==> config.mk <==
export PLATFORM = sky130hd
export DESIGN_NAME = writeback_stage
export DESIGN_NICKNAME = d
export VERILOG_FILES = /design/src/rtl/writeback_stage.sv
export SDC_FILE = /design/constraint.sdc
export NUM_CORES = 1
export LEC_CHECK = 0
export CAP_MARGIN = 20
export CORE_ASPECT_RATIO = 0.8
export CORE_UTILIZATION = 34
export DETAILED_ROUTE_END_ITERATION = 7
export PLACE_DENSITY = 0.77
export SLEW_MARGIN = 10
export SYNTH_ARGS = -nofsm -noshare
export SYNTH_HDL_FRONTEND = slang
export SYNTH_SLANG_ARGS = --single-unit
==> constraint.sdc <==
create_clock -name clk_i -period 1.9 [get_ports clk_i]
set_clock_uncertainty 0.15 [all_clocks]
set_input_delay 0.475 -clock clk_i [delete_from_list [all_inputs] [get_ports clk_i]]
set_output_delay 0.475 -clock clk_i [all_outputs]
set_load 0.02 [all_outputs]
==> src/rtl/writeback_stage.sv <==
// Writeback stage: result select, load alignment/extension, one-entry output register held until the RF write port accepts.
// Optional retired-instruction counter enabled by defining WB_RETIRE_COUNT_EN.
module writeback_stage #(
    parameter int CORE           = 0,
    parameter int DATA_WIDTH     = 32,
    parameter int REG_ADDR_WIDTH = 5
) (
    input  logic                      clk_i,
    input  logic                      srst_i,
    input  logic                      in_valid_i,
    output logic                      in_ready_o,
    input  logic                      in_write_i,
    input  logic [1:0]                in_sel_i,
    input  logic [REG_ADDR_WIDTH-1:0] in_reg_i,
    input  logic [DATA_WIDTH-1:0]     in_alu_i,
    input  logic [DATA_WIDTH-1:0]     in_mem_i,
    input  logic [DATA_WIDTH-1:0]     in_link_i,
    input  logic [DATA_WIDTH-1:0]     in_csr_i,
    input  logic [1:0]                in_size_i,
    input  logic                      in_unsigned_i,
    input  logic [1:0]                in_byte_off_i,
    input  logic                      rf_ready_i,
    output logic                      write_o,
    output logic [REG_ADDR_WIDTH-1:0] write_reg_o,
    output logic [DATA_WIDTH-1:0]     write_data_o,
`ifdef WB_RETIRE_COUNT_EN
    output logic [31:0]               retired_count_o,
`endif
    output logic                      misaligned_o
);

    if (DATA_WIDTH < 32 || CORE < 0) begin : g_bad_param
        $error("writeback_stage: DATA_WIDTH must be >= 32 and CORE non-negative");
    end

    logic                      out_valid_q;
    logic                      out_write_q;
    logic [REG_ADDR_WIDTH-1:0] out_reg_q;
    logic [DATA_WIDTH-1:0]     out_data_q;
    logic                      out_mis_q;

    logic [DATA_WIDTH-1:0]     data_d;
    logic                      mis_d;
    logic [DATA_WIDTH-1:0]     load_ext;
    logic [7:0]                mem_bytes [4];
    logic [15:0]               mem_half;
    logic                      load_sign;

    logic need_rf;
    logic retire;
    logic accept;

    genvar gi;
    for (gi = 0; gi < 4; gi++) begin : g_lane
        assign mem_bytes[gi] = in_mem_i[8*gi +: 8];
    end

    assign mem_half = in_byte_off_i[1] ? in_mem_i[31:16] : in_mem_i[15:0];

    // Fill with the sign (or zero) first, then overlay the selected low bits.
    always_comb begin
        load_sign = 1'b0;
        load_ext  = '0;
        case (in_size_i)
            2'b00: begin
                load_sign     = mem_bytes[in_byte_off_i][7] & ~in_unsigned_i;
                load_ext      = {DATA_WIDTH{load_sign}};
                load_ext[7:0] = mem_bytes[in_byte_off_i];
            end
            2'b01: begin
                load_sign      = mem_half[15] & ~in_unsigned_i;
                load_ext       = {DATA_WIDTH{load_sign}};
                load_ext[15:0] = mem_half;
            end
            default: begin
                load_sign      = in_mem_i[31] & ~in_unsigned_i;
                load_ext       = {DATA_WIDTH{load_sign}};
                load_ext[31:0] = in_mem_i[31:0];
            end
        endcase
    end

    always_comb begin
        data_d = in_alu_i;
        mis_d  = 1'b0;
        case (in_sel_i)
            2'b00: data_d = in_alu_i;
            2'b01: begin
                data_d = load_ext;
                mis_d  = ((in_size_i == 2'b01) && in_byte_off_i[0]) ||
                         (in_size_i[1] && (in_byte_off_i != 2'b00));
            end
            2'b10: data_d = in_link_i;
            default: data_d = in_csr_i;
        endcase
    end

    // Entries that cannot write (x0, misaligned, no-write) retire without the RF port.
    assign need_rf    = out_write_q && (out_reg_q != '0) && !out_mis_q;
    assign retire     = out_valid_q && (rf_ready_i || !need_rf);
    assign in_ready_o = srst_i || !out_valid_q || retire;
    assign accept     = in_valid_i && in_ready_o && !srst_i;

    always_ff @(posedge clk_i) begin
        if (srst_i) begin
            out_valid_q <= 1'b0;
            out_write_q <= 1'b0;
            out_reg_q   <= '0;
            out_data_q  <= '0;
            out_mis_q   <= 1'b0;
        end else if (accept) begin
            out_valid_q <= 1'b1;
            out_write_q <= in_write_i;
            out_reg_q   <= in_reg_i;
            out_data_q  <= data_d;
            out_mis_q   <= mis_d;
        end else if (retire) begin
            out_valid_q <= 1'b0;
        end
    end

`ifdef WB_RETIRE_COUNT_EN
    logic [31:0] retired_count_q;

    always_ff @(posedge clk_i) begin
        if (srst_i) begin
            retired_count_q <= '0;
        end else if (retire) begin
            retired_count_q <= retired_count_q + 32'd1;
        end
    end

    assign retired_count_o = retired_count_q;
`endif

    assign write_o      = out_valid_q && need_rf && !srst_i;
    assign write_reg_o  = out_reg_q;
    assign write_data_o = out_data_q;
    assign misaligned_o = out_valid_q && out_mis_q;

endmodule

[Word level (Yosys, flattened, before mapping)]
Cells that the tools add are included.
Storage, ports and cells
  input bits: 145
  logic and storage cells: 45
  register bits: 40
  output and inout port bits: 40
Operators by class
  reduce and logical (&&, ||, !) cells: 23
  mux-type cells: 9
  equality and inequality tests: 3
  bitwise logic cells: 4
  magnitude comparators: 1
Operator list (number)
  $pmux W32 S3: 1
  $pmux W32 S2: 1
  $bmux W8 S2: 1
  $mux W16: 1
  $mux W8: 2
  $logic_and A1 B1 Y1: 10
  $reduce_bool A5 Y1: 1
  $eq A2 B1 Y1 const B: 2
  $logic_not A1 Y1: 4
  $logic_not A2 Y1: 2
  $logic_or A1 B1 Y1: 4
  $reduce_bool A2 Y1: 2
  $ge A3 B3 Y1 const B: 1
  $mux W1: 3
  $not A2 Y3: 1
  $and A1 B1 Y1: 2
  $eq A2 B2 Y1 const B: 1
  $not A1 Y1: 1

[Depth between registers and ports, before layout]
Gate-level depths: netlist of run 1.
  depth after elaboration: 10
  depth in mapped cells: 8

[Worst setup path after synthesis of run 1]
Ideal clock, no wire load.
  path kind: input -> register
  start point: in in_byte_off_i[1]
  end point: reg out_data_q[28] (netlist: write_data_o[28])
  library setup time: 0.128 ns
  arrival time: 1.827 ns
  stages: 6
  setup slack: -0.205 ns
  data required time: 1.622 ns
  path through: buf_2 -> mux2_2 -> a221oi_2 -> a21oi_2 -> a221oi_1 -> o21ai_0
On the way
  longest elaborated chain between the ends: 7
  elaborated cells on any way between the ends: 9
Ends and longest elaborated chain
  start, declared: RTL line 21  | input logic [1:0] in_byte_off_i,
  $not A2 Y3 (not written as such): RTL line 66  | load_sign = mem_bytes[in_byte_off_i][7] & ~in_unsigned_i;
  $bmux W8 S2: RTL line 66
  $mux W8 (not written as such) (2 in a row): RTL line 66
  $and A1 B1 Y1: RTL line 66
  $pmux W32 S2 (*): RTL line 64  | case (in_size_i)
  $pmux W32 S3 (*): RTL line 86  | case (in_sel_i)
  end signal, assigned: RTL line 115  | out_data_q <= data_d;
  end, declared: RTL line 39  | logic [DATA_WIDTH-1:0] out_data_q;
Every way passes the cells marked *; elsewhere a longest branch is shown, timed or not. The select of a mux whose other input is x is not followed.
A chain may end at the register's enable or synchronous reset.

[Final worst setup path of run 1]
  start point: reg out_reg_q[0] (netlist: write_reg_o[0])
  end point: out write_o
On the way
  longest elaborated chain between the ends: 5
Ends and longest elaborated chain
  start, declared: RTL line 38  | logic [REG_ADDR_WIDTH-1:0] out_reg_q;
  start signal, assigned: RTL line 114  | out_reg_q <= in_reg_i;
  $reduce_bool A5 Y1: RTL line 99  | assign need_rf = out_write_q && (out_reg_q != '0) && !out_mis_q;
  $logic_and A1 B1 Y1 (2 in a row): RTL line 99
  $logic_and A1 B1 Y1 (2 in a row): RTL line 136  | assign write_o = out_valid_q && need_rf && !srst_i;
  end, declared: RTL line 23  | output logic write_o,
No other way between the ends.

==> flow_results.org, run 1 <==
** STA
- The hold violation total from the final report is 0.
- The smallest clock period supported by the final layout is computed as roughly 2.2 ns.
- Worst slew margin relative to its limit :: 71.0%
- Worst-Margin Slew :: approximately 0.43 ns
- Setup repair after global routing could not meet its margin everywhere.
- Highest Clock Rate :: 454 MHz
- The final number of max-transition violations is 0.
- The final critical path takes up 116% of the cycle.
- Minimum setup slack in the final design :: -0.301 ns
- Setup-violating endpoint count in the final report :: 41

** CTS
- CTS placed an instance of sky130_fd_sc_hd__clkbuf_8 at the clock tree root.
- Number of CTS-inserted buffers :: 5
- The longest clock path from root to sink contains 2 buffers.
- Hold repair after CTS inserted 0 buffers.
- The clock reaches the later pin of the worst-skew pair after around 0.30 ns.
- Clock transition at the registers of the reported paths :: 0.08 ns
- The clock net in this run drives a total of 40 sinks.
- TritonCTS built the clock tree.
- Maximum level of the CTS H-tree :: 2

** Routing
- The detail route stage leaves a number of antenna-violating nets equal to 0.
- For this block, the initial DRC count from the detailed router was 224.
- In the final routed layout, each cell accounts on average for 18.1 um.
- DRT Pass-1 Iters :: 7
- Using the TritonRoute via totals, the vias-per-cell ratio works out to 5.50.
- For this block, the routed nets add up to 13500 um of wire.
- The routed layout has 4095 vias.
- Count of unresolved DRC violations after routing :: 0

** Logic synthesis
- Dividing the synthesized area by the synthesized cell count gives 7.80 um^2.
- FF+latch count, synth :: 40
- Count of cell types in the netlist :: 46
- Most instantiated cells after synthesis :: sky130_fd_sc_hd__nor2_1 (45), sky130_fd_sc_hd__dfxtp_1 (40), sky130_fd_sc_hd__o21ai_0 (35)
- Area contributors post-synth :: sky130_fd_sc_hd__dfxtp_1 (26%), sky130_fd_sc_hd__mux2i_1 (10%), sky130_fd_sc_hd__o21ai_0 (5.8%)
- Largest area contributor in the synthesized netlist :: sky130_fd_sc_hd__dfxtp_1
- Syn Inst Count :: 390
- Yosys warning total :: 0
- Summed over its instances, the top area cell type makes up 26.3% of the synthesized netlist area.
- For this run, the leading register cell type out of synthesis is sky130_fd_sc_hd__dfxtp_1.
- Synth async-reset ratio :: 0%
- Number of flops mapped to enable cells by yosys :: 0
- Synthesis produced a netlist with a net count of 535.
- Library cell with the highest instance count after synthesis :: sky130_fd_sc_hd__nor2_1
- The cell area that synthesis handed to floorplanning was between 3000 and 4000 um^2.
- Fraction of the yosys area taken by sequential cells :: 26.3%

** Global routing
- Number of global-route vias before repair :: 4175
- Entering global routing, the biggest net connects 24 pins.
- The number of antenna violations at the first check in global routing was 0.
- In the global route stage, overall resource usage came out at 28.8%.
- Wire length of the first global-routing pass :: 20700 um
- After global routing the overflow that remains totals 0.

** Final layout
- Antenna cell count :: 0
- Layout net count :: 776
- The post-route netlist has between 20% and 30% of its cells at a drive strength greater than 1.
- Area taken by flip-flops and latches :: 808 um^2
- Fill cells :: 713
- Area used by multi-input combinational logic :: 2290 um^2
- Area growth from synthesis to layout :: 100%

** Placed design
- OpenSTA, run right after detailed placement, puts the worst setup slack at -0.765 ns.
- Final weighted congestion of routability-driven global placement :: 0.874
- HPWL after detailed placement :: 10100 um
- Count of buffers from port buffering :: 184

** Pwr
- Sequential cells account for 32.5% of the total power.
- For this design the ratio of total power to cell area is 472 nW/um^2.
- In this run the power spent charging and discharging nets is 896 uW.
- Cell internal pwr :: about 2.0 mW
- Of the total power, combinational logic draws 42.4%.
- Highest ir drop seen on vdd :: 0.295 mV
- Post-layout total power :: 2.88 mW
- Clk network pwr share :: 25.0%
- Net switching is a little under a third of the power.
- Summed over all cells, the static leakage comes to 2.78 nW.

** Floorplan
- Die span in y :: 86.6 um
- Std-Cell Core Area :: roughly 8600 um^2
- Std cell rows :: 30
- For this design the top-level I/O count stands at 185.
- Die Footprint :: 9330 um^2
- DIE WIDTH :: approximately 110 um
- Starting density of the core :: between 30 and 40%

** Critical path
- Data on the critical path is required at its endpoint by 1.27 ns.
- Kind of critical path :: flop to output port
- Crit path launch type :: flop
- The worst setup path is captured at an output port.
- Data arrival time of the critical path :: approximately 1.6 ns
- Critical-path maximum fanout :: 2

** Min path
- Class of the tightest hold or removal check :: flop to flop

** Job
- Max cap viols :: 0

** Outcome
- Violations in the final reports :: setup timing
- The run finished, with violations left.
[area by class of cell]
| class | instances | share of cell area (%) |
|---|---|---|
| timing repair buffer | 270 | 44.9 |
| clock buffer | 6 | 1.19 |
| sequential | 40 | 13.3 |
| clock inverter | 2 | 0.574 |
| tap | 112 | 2.30 |
| multi-input combinational | 311 | 37.6 |
| inverter | 3 | 0.185 |
[critical path: stages, from the launching register on]
cell and delay [ns]:
sky130_fd_sc_hd__dfxtp_4 0.35, sky130_fd_sc_hd__or4_4 0.56, sky130_fd_sc_hd__o21a_1 0.23, sky130_fd_sc_hd__buf_6 0.14
[worst paths after layout]
kind                            cells past startpoint  slack, ns          endpoint       startpoint
worst max-delay path                                3      -0.30           write_o   write_reg_o[0]
worst min-delay path                                2       0.30   write_data_o[9]  write_data_o[9]
worst max register to register                      9      -0.28  write_data_o[13]   write_reg_o[0]
worst min register to register                      2       0.30   write_data_o[9]  write_data_o[9]
[layer usage]
layer	GRT usage [%]	wire (um)	up-vias	share of wire [%]
met3	6.09	1130	30	8.3
met1	35.6	5770	1918	43
li1	-	-	1948	-
met2	50.5	6320	199	47
met5	0	0	-	0
met4	7.97	282	0	2.1
[sequential cells by signal, indices dropped and copies added (netlist names)]
signal / count
out_mis_q: 1
out_valid_q: 1
write_reg_o: 5
out_write_q: 1
write_data_o: 32
[kinds of logic after synthesis]
group           share of synthesized area (%)
mux                                      13.9
compound gates                           35.7
buf+inv                                  5.76
simple gates                             18.3
flops                                    26.3
[metrics by stage]
stage                     utilization, %  instance area, um^2  instances  TNS [ns]  hold WS (ns)
after floorplan                        -                 3170        390     -1.45         0.290
after global placement              64.2                 5520        717    -22.56         0.287
after detailed placement            64.2                 5520        717    -24.16         0.294
after CTS                           70.1                 6030        743     -7.94         0.308
after global routing                71.0                 6100        744    -10.84         0.328
final                               71.0                 6100        744     -8.28         0.304
[power by group through the flow]
stage                     combinational (mW)  sequential [mW]  clock [mW]
final                                   1.22            0.937       0.721
after global routing                    1.30            0.945       0.750
after CTS                               1.21            0.938       0.719
after detailed placement                1.12            0.953           0
after global placement                  1.11            0.953           0
after floorplan                        0.417             1.02           0
[repair_timing]
| action | in CTS | in global routing |
|---|---|---|
| setup endpoints to repair | 50 | 57 |
| gates cloned | 6 | 0 |
| setup buffers | 13 | 2 |
| pin swaps | 21 | 4 |
| resized for setup | 87 | 22 |
[cell usage in the layout, fill, tap and decap left out, drive strengths merged, types with 12 or more instances in the layout]
cell type / count
a21oi: 31
buf: 89
clkdlybuf4s50: 146
dfxtp: 40
dlygate4sd2: 18
dlymetal6s2s: 16
mux2i: 31
nand2: 34
nor2: 45
nor2b: 12
o21ai: 36
No activity file was read; power rests on OpenSTA's default activity.
==> run 2, diff against run 1 <==
CORE_ASPECT_RATIO = default   (was 0.8)
==> run 2 against run 1 <==
Compared with the run above: the run still ends with setup timing left; sequential power is 1% higher; via count is 0.98% higher; maximum frequency is 0.68% lower; critical path type unchanged; critical endpoint is now in_ready_o; highest routed layer unchanged.
==> flow_results.org, run 2 (synthesis gave the netlist of run 1 again) <==
** Final layout
- In the layout the commonest cells are sky130_fd_sc_hd__clkdlybuf4s50_1 (135), sky130_fd_sc_hd__buf_4 (65), sky130_fd_sc_hd__nor2_1 (45).
- The utilization after layout came to 71.6% (+0.67 points).
- Antenna cell count :: 0 (unchanged)
- The area growth from synthesis to layout is 104%.
- The number of flip-flops under the largest register name came to 32 (unchanged).
- Share of cells above drive strength 1 :: 28.2% (+4.5 points)
- Number of non-filler instances in the completed layout :: 736 (-1.1%)
- Commonest non-fill, non-tap cell in the layout :: sky130_fd_sc_hd__clkdlybuf4s50_1
- The number of nets in the layout was 772 (-0.52%).

** Routing
- Remaining antenna violation count :: 0 (unchanged)
- The via density per instance was 5.62 (+2.1%).
- The final routed wirelength across all metal layers was 14600 um (+8.1%).
- Count of unresolved DRC violations after routing :: 0 (unchanged)
- Detail-routed net length per standard cell :: 19.8 um (+9.3%)
- The number of design-rule violations left by the first detailed-router iteration was 301 (+34%).
- The via count is 4135 (+0.98%).
- The length of the first detailed-routing pass in iterations came to 6 (-1).

** CTS
- Number of sinks handled by clock tree synthesis :: 40 (unchanged)
- Number of CTS-inserted buffers :: 5 (unchanged)
- TritonCTS clock tree :: built
- The number of buffers inserted by hold repair at cts was 0 (unchanged).
- The clock latency on the worst-skew pair was 0.30 ns (about the same).
- CTS placed an instance of sky130_fd_sc_hd__clkbuf_8 at the clock tree root.
- Clock transition at the registers of the reported paths :: 0.09 ns (about the same)
- Largest buffer count on any clock path :: 2 (unchanged)
- The number of levels in the clock H-tree was 2 (unchanged).

** Pwr
- The share of total power in the clock network was 21.1% (-3.9 points).
- The part of the total power dissipated in combinational logic is 45.2% (+2.8 points).
- Cell internal pwr :: 1.86 mW (-6.0%)
- Seq pwr share :: 33.8% (+1.3 points)
- The worst ir drop on vdd was 0.335 mV (+14%).
- Fraction of power spent switching nets :: 33.8% (+2.7 points)
- The power consumption was 2.82 mW (-2.2%).
- Net switching power :: 952 uW (+6.3%)
- Pwr per Cell Area :: 453 nW/um^2 (-4.0%)
- The leakage power summed over all cells came to 3.02 nW (+8.3%).

** Floorplan
- Die Footprint :: 9330 um^2 (about the same)
- The floorplan core area was 8680 um^2 (+0.96%).
- The die width is 96.6 um (-10%).
- The standard-cell row count is 34 (+13%).
- The count of boundary I/O pins was 185 (unchanged).
- Starting density of the core :: 35.1% (-0.34 points)
- The overall die height was 96.6 um (+12%).

** Placed design
- The count of placed standard cells including taps was 712 (-0.70%).
- Post-Place Setup Slack :: -0.723 ns (+0.0420 ns)
- The count of input and output buffers came to 184 (unchanged).
- HPWL after detailed placement :: 10400 um (+2.6%)
- Final weighted congestion of routability-driven global placement :: 0.923 (+5.6%)

** STA
- Highest Clock Rate :: 451 MHz (-0.68%)
- Final Cycle Share :: 117% (+0.80 points)
- The hold violation total from the final report came to 0 (unchanged).
- Worst-Margin Slew :: 0.578 ns (+0.144 ns)
- Setup-violating endpoint count in the final report :: 41 (unchanged)
- Worst slew margin relative to its limit :: 61.3% (-9.6 points)
- Final Slew Violations :: 0 (unchanged)
- Setup repair after global routing could not meet its margin everywhere.
- The time the worst path needs with I/O delays and setup is 2.22 ns (+0.0152 ns).
- The post-layout worst setup margin came to -0.316 ns (-0.0152 ns).

** Critical path
- Kind of critical path :: flop to output port
- Data arrival time of the critical path :: 1.59 ns (about the same)
- The number of cells on the worst reg-to-reg path is 8 (-1).
- Crit path launch type :: flop
- Setup slack on the worst flop-to-flop path :: -0.31 ns (-0.03 ns)
- Data required time of the critical path :: 1.27 ns (about the same)
- Kind of end point of the critical path :: output port
- The biggest fanout along the worst timing path came to 2 (unchanged).

** Global routing
- Wire length of the first global-routing pass :: 22400 um (+8.2%)
- Number of global-route vias before repair :: 4394 (+5.2%)
- The pin count of the biggest net entering global routing came to 40 (+67%).
- Global-route usage over all layers :: 30.0% (+1.2 points)
- GRT Residual Overflow :: 0 (unchanged)
- The number of antenna violations at the first check in global routing came to 0 (unchanged).

** Min path
- In this run the worst hold path is classified as flop to flop.
- Number of cells on the worst hold path :: 2 (unchanged)

** Job
- Max cap viols :: 0 (unchanged)

** Outcome
- The flow ran to the end, but the final reports show violations.
- The final reports fail on setup timing.
## run 2: layout make-up
class / count / area (um^2)
timing repair buffer: 266 / 2690
multi-input combinational: 311 / 2480
fill: 685 / 2460
sequential: 40 / 808
tap: 108 / 135
clock buffer: 7 / 76.3
inverter: 3 / 11.3
clock inverter: 1 / 8.76
## run 2: power by group through the flow
stage | Sequential, mW | Clock (mW) | Combinational, mW
final | 0.951 | 0.594 | 1.27
after detailed placement | 0.954 | 0 | 1.13
after global routing | 0.958 | 0.631 | 1.35
after CTS | 0.941 | 0.599 | 1.23
after floorplan | 1.02 | 0 | 0.417
after global placement | 0.951 | 0 | 1.12
## run 2: what timing repair did
action | CTS | global route
pin swaps | 31 | 10
endpoints found under the setup margin | 53 | 63
cloned | 6 | 0
buffers inserted | 10 | 3
resized for setup | 110 | 63
## run 2: worst max-delay path, stage by stage (launching register included)
cell                       delay, ns
sky130_fd_sc_hd__dfxtp_4        0.35
sky130_fd_sc_hd__or4_4          0.57
sky130_fd_sc_hd__o211ai_2       0.21
sky130_fd_sc_hd__buf_4          0.17
## run 2: through the flow
step                TNS, ns  area [um^2]  hold WS [ns]
finish                -8.80         6220         0.314
CTS                   -8.54         5990         0.300
detailed placement   -24.29         5500         0.288
global placement     -22.49         5500         0.283
global route         -11.22         6220         0.337
floorplan             -1.45         3170         0.290
## run 2: path summary, 6_finish.rpt
kind | from | to
max | write_reg_o[0] | in_ready_o
min | write_data_o[27] | write_data_o[27]
min reg2reg | write_data_o[27] | write_data_o[27]
max reg2reg | write_reg_o[0] | write_data_o[30]
## run 2: routing by layer
metal / wire length (um) / vias up / track usage [%]
li1: - / 1947 / -
met1: 5510 / 1933 / 32.5
met2: 7500 / 219 / 55.0
met3: 1170 / 36 / 7.59
met4: 404 / 0 / 12.5
met5: 0 / - / 0
